$ cat src/rtl/input_conditioner.sv
// Purpose: synchronize and debounce the coin/advance/clear buttons, keep a 0..15 credit count, sync the state switches.
// Latency: 2 cycles for estado_sync; DEB_CYCLES+2 edges from a raw button change to its pulse and the credit update.
// Backpressure: none; ena low freezes debounce and credit state and forces every pulse output to 0.
module input_conditioner #(
  parameter int DEB_CYCLES = 16,
  parameter int CNT_W      = 16
) (
  input  logic       clk,
  input  logic       rst_n,
  input  logic       ena,
  input  logic       btn_coin,
  input  logic       btn_avance,
  input  logic       btn_borrar,
  input  logic [2:0] sw_estado,
  output logic [3:0] credito,
  output logic       avance_pulse,
  output logic       coin_pulse,
  output logic       rechazo,
  output logic       saturado,
  output logic [2:0] estado_sync
);

  // Button slots: 0 = coin, 1 = avance, 2 = borrar.
  localparam int NB = 3;
  localparam int B_COIN = 0;
  localparam int B_AV   = 1;
  localparam int B_CLR  = 2;
  // Counter value on the edge where the last required mismatch is seen.
  localparam logic [CNT_W-1:0] DEB_LAST = CNT_W'(DEB_CYCLES - 1);

  logic [NB-1:0]    r_btn_s1;
  logic [NB-1:0]    r_btn_s2;
  logic [2:0]       r_sw_s1;
  logic [2:0]       r_sw_s2;
  logic [NB-1:0]    r_stable;
  logic [CNT_W-1:0] r_cnt [NB];
  logic [3:0]       r_credit;
  logic             r_coin_pulse;
  logic             r_av_pulse;
  logic             r_rechazo;
  logic             r_saturado;

  logic [NB-1:0]    w_flip;
  logic [NB-1:0]    w_rise;
  logic             w_add;
  logic             w_sub;
  logic             w_clr;
  logic             w_rej;
  logic             w_sat;
  logic [3:0]       w_credit_nxt;

  // Two-flop synchronizers; these keep running while ena is low.
  always_ff @(posedge clk or negedge rst_n) begin
    if (!rst_n) begin
      r_btn_s1 <= '0;
      r_btn_s2 <= '0;
      r_sw_s1  <= '0;
      r_sw_s2  <= '0;
    end else begin
      r_btn_s1 <= {btn_borrar, btn_avance, btn_coin};
      r_btn_s2 <= r_btn_s1;
      r_sw_s1  <= sw_estado;
      r_sw_s2  <= r_sw_s1;
    end
  end

  // Detect the edge on which a stable level will flip, and whether it flips upward.
  always_comb begin
    w_flip = '0;
    w_rise = '0;
    for (int i = 0; i < NB; i++) begin
      w_flip[i] = (r_btn_s2[i] != r_stable[i]) && (r_cnt[i] == DEB_LAST);
      w_rise[i] = w_flip[i] && r_btn_s2[i];
    end
  end

  // Debounce: count consecutive mismatches, adopt the synced level after DEB_CYCLES of them.
  always_ff @(posedge clk or negedge rst_n) begin
    if (!rst_n) begin
      r_stable <= '0;
      for (int i = 0; i < NB; i++) r_cnt[i] <= '0;
    end else if (ena) begin
      for (int i = 0; i < NB; i++) begin
        if (r_btn_s2[i] == r_stable[i]) begin
          r_cnt[i] <= '0;
        end else if (w_flip[i]) begin
          r_stable[i] <= r_btn_s2[i];
          r_cnt[i]    <= '0;
        end else begin
          r_cnt[i] <= r_cnt[i] + CNT_W'(1);
        end
      end
    end
  end

  // Credit arithmetic: clear wins; an advance only consumes when credit is nonzero.
  always_comb begin
    w_add = w_rise[B_COIN];
    w_sub = w_rise[B_AV] && (r_credit != 4'd0);
    w_clr = w_rise[B_CLR];
    w_credit_nxt = r_credit;
    if (w_clr) begin
      w_credit_nxt = 4'd0;
    end else if (w_add && !w_sub) begin
      if (r_credit != 4'd15) w_credit_nxt = r_credit + 4'd1;
    end else if (w_sub && !w_add) begin
      w_credit_nxt = r_credit - 4'd1;
    end
    w_rej = w_rise[B_AV] && (r_credit == 4'd0) && !w_clr;
    w_sat = w_rise[B_COIN] && (r_credit == 4'd15) && !w_rise[B_AV] && !w_clr;
  end

  // Register credit and the one-cycle event pulses on the edge the stable level rises.
  always_ff @(posedge clk or negedge rst_n) begin
    if (!rst_n) begin
      r_credit     <= '0;
      r_coin_pulse <= 1'b0;
      r_av_pulse   <= 1'b0;
      r_rechazo    <= 1'b0;
      r_saturado   <= 1'b0;
    end else if (ena) begin
      r_credit     <= w_credit_nxt;
      r_coin_pulse <= w_rise[B_COIN];
      r_av_pulse   <= w_rise[B_AV];
      r_rechazo    <= w_rej;
      r_saturado   <= w_sat;
    end else begin
      r_coin_pulse <= 1'b0;
      r_av_pulse   <= 1'b0;
      r_rechazo    <= 1'b0;
      r_saturado   <= 1'b0;
    end
  end

  // Gating with ena keeps a pulse registered just before ena fell from leaking out.
  assign credito      = r_credit;
  assign coin_pulse   = r_coin_pulse & ena;
  assign avance_pulse = r_av_pulse & ena;
  assign rechazo      = r_rechazo & ena;
  assign saturado     = r_saturado & ena;
  assign estado_sync  = r_sw_s2;

endmodule

$ cat config.mk
export PLATFORM = sky130hd
export DESIGN_NAME = input_conditioner
export DESIGN_NICKNAME = d
export VERILOG_FILES = /design/src/rtl/input_conditioner.sv
export SDC_FILE = /design/constraint.sdc
export NUM_CORES = 1
export LEC_CHECK = 0
export CELL_PAD_IN_SITES_DETAIL_PLACEMENT = 0
export CELL_PAD_IN_SITES_GLOBAL_PLACEMENT = 1
export CORE_ASPECT_RATIO = 1.1
export CORE_MARGIN = 2
export CORE_UTILIZATION = 24
export CTS_BUF_LIST = sky130_fd_sc_hd__clkbuf_4 sky130_fd_sc_hd__clkbuf_8
export DETAILED_ROUTE_END_ITERATION = 12
export GPL_ROUTABILITY_DRIVEN = 0
export GPL_TIMING_DRIVEN = 0
export PLACE_DENSITY_LB_ADDON = 0.05
export SETUP_SLACK_MARGIN = 0.05
export SYNTH_ARGS = -nofsm -noshare
export SYNTH_HDL_FRONTEND = slang
export SYNTH_SLANG_ARGS = --single-unit
$ cat constraint.sdc
create_clock -name clk -period 2.7 [get_ports clk]
set_clock_uncertainty 0.1 [all_clocks]
set_input_delay 0.81 -clock clk [delete_from_list [all_inputs] [get_ports clk]]
set_output_delay 0.81 -clock clk [all_outputs]
set_load 0.005 [all_outputs]
==> flow_metrics.tcl, run 1 <==
set metrics [dict create \
    max_stage_delay_ns 0.25 \
    endpoint "coin_pulse" \
    ys.flop_type "dfrtp_1" \
    endpoint_kind "output pin" \
    path_clk_slew_ns 0.08 \
    netSwitchingPower_uw 572 \
    fmax_ghz 0.388 \
    ant_nets 0 \
    synth_area_um2 3650 \
    place_ws_ns -1.27 \
    async_reset_ff_share_pct 100 \
    reg2reg_depth 11 \
    cts_root_buffer "clkbuf_8" \
    fp-row-count 47 \
    fin_area_um2 4570 \
    synth_edf_count 0 \
    die_w_um 122 \
    finalCritPeriodShare_pct 95.5 \
    drv_slew 0 \
    syn_inst 388 \
    power_frac_clock_pct 45.8 \
    critPathMaxFanout 10 \
    drtIter0Drc 157 \
    routed_wirelength_mm 10.6 \
    p_comb_share_pct 7.7 \
    rrSetupSlack_ns 0.20 \
    start_kind "input pin" \
    slowest_stage "dlygate4sd2_1" \
    outcome "finished, final reports clean" \
    cts_buffer_depth 2 \
    yosys-top-cells-area "dfrtp_1, o21ai_0, nand2_1" \
    syn_to_final_growth_pct 25.1 \
    avgSynthCellArea_um2 9.42 \
    wl_met2_mm 5.02 \
    placed_area_um2 4100 \
    grt_pass1_vias 3028 \
    via_count 3008 \
    antenna_found_initial 0 \
    dr.pass1.iters 5 \
    m1WireLength_mm 5.21 \
    cts_tree "yes" \
    crit_required_ns 1.79 \
    dieArea_um2 16200 \
    avgViaCountPerCell 4.81 \
    power_frac_seq_pct 46.5 \
    setup_ws_ns 0.122 \
    grt_pass1_wl_mm 17.3 \
    drc 0 \
    initial_core_util_pct 24.4 \
    p_leak_uw 0.00188 \
    p_int_uw 1810 \
    port-buffer-count 18 \
    nets 439 \
    drt-wirelength-per-cell_um 17.0 \
    mappedNetlistNets 402 \
    rsz0062_at_grt "no" \
    overflow 0 \
    dieHeight_um 133 \
    htree_levels 3 \
    synth_top_cells_by_count "dfrtp_1, nand2_1, o21ai_0" \
    slew_headroom_pct 49.5 \
    clock-sinks 71 \
    grt_max_degree 41 \
    cp_cell_sequence "clkbuf_8, clkbuf_16, clkbuf_16, and2_1, dlygate4sd2_1" \
    track_usage_pct 14.1 \
    yosysUniqueCellTypes 49 \
    hp-class "reg -> reg" \
    max-vdd-ir-drop_mv 0.192 \
    met3WireLength_um 205 \
    diodes 0 \
    synth-seq-cells 71 \
    hpwlAfterDp_mm 7.26 \
    switching_share_pct 24.0 \
    crit_top_cell "clkbuf_16" \
    worstPathArrival_ns 1.67 \
    synth_top_area_cell "dfrtp_1" \
    r2r-end "credito[2]" \
    synth_top_area_share_pct 48.6 \
    finalSetupTns_ns 0 \
    critPathKind "in -> out" \
    period_minus_slack_ns 2.58 \
    drive_above_1_share_pct 13.5 \
    synth_seq_area_share_pct 48.6 \
    yosysWarningCount 0 \
    setup_violations 0 \
    power.density_nw_per_um2 522 \
    drv_cap 0 \
    clkLatencyLatePin_ns 0.37 \
    crit_start "ena" \
    ios 20 \
    yosysMostFrequentCell "dfrtp_1" \
    worstMarginPinSlew_ns 0.758 \
    finalHoldViolations 0 \
    reg2reg_from "credito[1]" \
    numCtsBuffers 9 \
    top_layer_used "met4" \
    fp.coreArea_um2 15000 \
]
-- kinds of logic after synthesis --
group	Yosys count	synth area share, %
buffers and inverters	26	2.98
AND/OR/NAND/NOR	167	23.8
adder cells (fa/ha/maj)	5	1.71
XOR/XNOR	11	2.64
AO/OA/AOI/OAI	102	18.6
flip-flops	71	48.6
multiplexers	6	1.71
-- cell usage in the layout (no fill, tap or decap), drive strengths merged, types with 4 or more instances in the layout --
cell	count
nor3	6
mux2i	4
nor4	11
nor2	21
xor2	5
nand2	54
a21oi	8
xnor2	6
nand4	15
nor2b	5
nand2b	7
ha	5
o2bb2ai	8
buf	14
o21ai	43
dlygate4sd2	4
inv	8
and3	10
clkbuf	24
clkdlybuf4s50	13
o41ai	4
a31oi	4
nand3	20
dfrtp	71
o31ai	16
and2	4
-- worst min-delay path by stage --
stage,cells past startpoint,startpoint,slack [ns],endpoint
CTS,0,r_sw_s1[1],0.26,estado_sync[1]
detailed placement,0,r_sw_s1[1],0.24,estado_sync[1]
floorplan,0,r_sw_s1[0],0.23,estado_sync[0]
finish,0,r_sw_s1[1],0.25,estado_sync[1]
global placement,0,r_sw_s1[1],0.23,estado_sync[1]
global route,0,r_sw_s1[0],0.27,estado_sync[0]
-- through the flow --
step | utilization (%) | hold slack (ns) | instances | power (µW)
floorplan | - | 0.231 | 388 | 1220
global placement | 27.2 | 0.233 | 602 | 1300
detailed placement | 27.4 | 0.236 | 603 | 1300
CTS | 29.5 | 0.256 | 620 | 2430
global route | 30.5 | 0.268 | 626 | 2510
finish | 30.5 | 0.250 | 626 | 2390
-- routing by layer --
layer / vias up / global-route usage (%)
met4: 0 / 6.13
met5: - / 0
met2: 29 / 22.0
met3: 13 / 2.31
li1: 1516 / -
met1: 1450 / 19.1
-- state kept, by name, summed over array words and instances (netlist names) --
signal / flops
r_cnt: 48
r_av_pulse: 1
r_btn_s2: 3
r_btn_s1: 3
r_coin_pulse: 1
r_stable: 3
r_saturado: 1
credito: 4
r_rechazo: 1
estado_sync: 3
r_sw_s1: 3
-- layout make-up --
type | count | area [µm²]
Clock buffer | 11 | 145
Multi-Input combinational cell | 291 | 1870
Inverter | 8 | 30.0
Fill cell | 1635 | 10400
Sequential cell | 71 | 1780
Clock inverter | 5 | 104
Timing Repair Buffer | 27 | 264
Tap cell | 196 | 245
Buffer | 17 | 135
-- repair_timing --
action                     in CTS  in global routing
hold buffers                    0                  0
gates cloned                    0                  0
setup endpoints to repair       6                  7
gates resized for setup        18                 20
hold endpoints to repair        0                  0
pin swaps                       1                  7
buffers inserted                2                  6
-- power groups by stage --
stage	registers, µW	clock network (µW)	logic, µW
final	1110	1090	184
after global routing	1110	1190	210
after CTS	1110	1140	181
after detailed placement	1130	0	171
after global placement	1130	0	166
after floorplan	1130	0	87.6
-- worst max-delay path, delay by kind of cell --
kind,cells,cell delay [ns]
buffers and inverters,4,0.70
and+or+nand+nor,1,0.15
No activity file was read; power rests on OpenSTA's default activity.
==> inputs of run 2 (changes only) <==
CELL_PAD_IN_SITES_DETAIL_PLACEMENT = 2   (was 0)
CELL_PAD_IN_SITES_GLOBAL_PLACEMENT = 2   (was 1)
HOLD_SLACK_MARGIN = 0.03   (was not set)
==> flow_metrics.tcl, run 2 (synthesis results as in run 1) <==
set metrics [dict create \
    outcome "finished, final reports clean" \
    numCtsBuffers 9 \
    largest_reg_flops 48 \
    final_common_cell "dfrtp_1" \
    avgViaCountPerCell 5.06 \
    diodes 0 \
    slew_headroom_pct 48.2 \
    seq_area_um2 1780 \
    placed_area_um2 4100 \
    reg2reg_from "r_cnt[17]" \
    place_inst 603 \
    met3WireLength_um 159 \
    clkLatencyLatePin_ns 0.36 \
    grt_pass1_wl_mm 19.6 \
    overflow 0 \
    wl_met2_mm 5.87 \
    dieArea_um2 16200 \
    top_layer_used "met4" \
    max-vdd-ir-drop_mv 0.196 \
    fin_cells 624 \
    dieHeight_um 133 \
    period_minus_slack_ns 2.60 \
    die_w_um 122 \
    drt-wirelength-per-cell_um 19.1 \
    setup_violations 0 \
    ant_nets 0 \
    whs_ns 0.225 \
    initial_core_util_pct 24.4 \
    p_leak_uw 0.00184 \
    path_clk_slew_ns 0.08 \
    cts_root_buffer "clkbuf_8" \
    fin_area_um2 4500 \
    finalCritPeriodShare_pct 96.4 \
    hp-class "in -> async" \
    ios 20 \
    nets 440 \
    worstPathArrival_ns 2.74 \
    drive_above_1_share_pct 12.9 \
    finalSetupTns_ns 0 \
    port-buffer-count 18 \
    hpwlAfterDp_mm 8.01 \
    drv_slew 0 \
    critPathKind "reg -> reg" \
    power.density_nw_per_um2 470 \
    endpoint_kind "register" \
    syn_to_final_growth_pct 23.2 \
    drtIter0Drc 105 \
    fp-row-count 47 \
    drv_cap 0 \
    rrSetupSlack_ns 0.1 \
    drc 0 \
    finalHoldViolations 0 \
    regMostFlops "r_cnt" \
    multi_input_area_um2 1860 \
    m1WireLength_mm 5.70 \
    routed_wirelength_mm 11.9 \
    critPathMaxFanout 5 \
    fmax_ghz 0.384 \
    worstMarginPinSlew_ns 0.774 \
    fp.coreArea_um2 15000 \
    crit_required_ns 2.83 \
    clock-sinks 71 \
    r2r-end "credito[3]" \
    grt_pass1_vias 3525 \
    finalPower_uw 2120 \
    htree_levels 3 \
    via_count 3158 \
    cts_hold_buffers 0 \
    layout_common_cells "dfrtp_1, nand2_1, o21ai_0" \
    reg2reg_depth 13 \
    dr.pass1.iters 4 \
    grt_max_degree 55 \
    antenna_found_initial 0 \
    track_usage_pct 15.9 \
    cts_tree "yes" \
    fillCellCount 1667 \
    rsz0062_at_grt "yes" \
    cts_buffer_depth 2 \
    start_kind "register" \
]
-- run 2: cell count changes in the layout (fill, tap and decap cells not counted), moves of 2 or more --
cell / delta
nor2_2: +2
nor2_1: -2
bufinv_16: -3
clkbuf_8: +2
-- run 2: report_power, final --
group / internal (µW) / switching [µW]
Sequential: 1090 / 23.1
Clock: 393 / 416
Combinational: 78.0 / 116
-- run 2: worst max path at each step --
stage               depth (start not counted)  startpoint            to
global route                               12   r_cnt[17]    credito[2]
floorplan                                   4         ena  avance_pulse
finish                                     13   r_cnt[17]    credito[3]
global placement                            1       rst_n     r_cnt[22]
CTS                                        10   r_cnt[16]     r_cnt[23]
detailed placement                          5         ena      saturado
-- run 2: layout make-up --
class | instances | area share, %
plain buffers | 17 | 2.92
well taps | 196 | 5.45
repair buffers | 28 | 6.31
multi-input cells | 291 | 41.4
flip-flops and latches | 71 | 39.5
inverters | 8 | 0.667
clock buffers | 12 | 3.67
clock inverters | 1 | 0.111
-- run 2: per-stage QoR --
step           util (%)  setup WS, ns
6_report           30.0        0.0975
2_1_floorplan         -        0.0812
3_5_place_dp       27.4         -1.26
3_3_place_gp       27.2         -2.17
5_1_grt            30.0       -0.0788
4_1_cts            29.2        0.0880
-- run 2: worst max-delay path, stage by stage (launching register included) --
cell and delay [ns]:
dfrtp_1 0.43, ha_4 0.18, and4b_1 0.24, nand4_1 0.13, buf_6 0.16, o211ai_4 0.23, buf_12 0.14, ha_4 0.21
inv_2 0.05, nor2_2 0.03, nor2_2 0.12, a31oi_1 0.10, o221ai_1 0.23, o31ai_1 0.11
-- run 2: metal layers --
metal | GRT usage (%) | vias to the layer above
met1 | 20.5 | 1628
met5 | 0 | -
met2 | 26.9 | 22
met3 | 2.23 | 11
met4 | 5.94 | 0
li1 | - | 1497
-- run 2: what timing repair did --
action	CTS	global route
hold endpoints to repair	0	0
buffers inserted	3	6
pin swaps	1	6
setup endpoints to repair	15	14
resized for setup	20	15
cloned	0	0
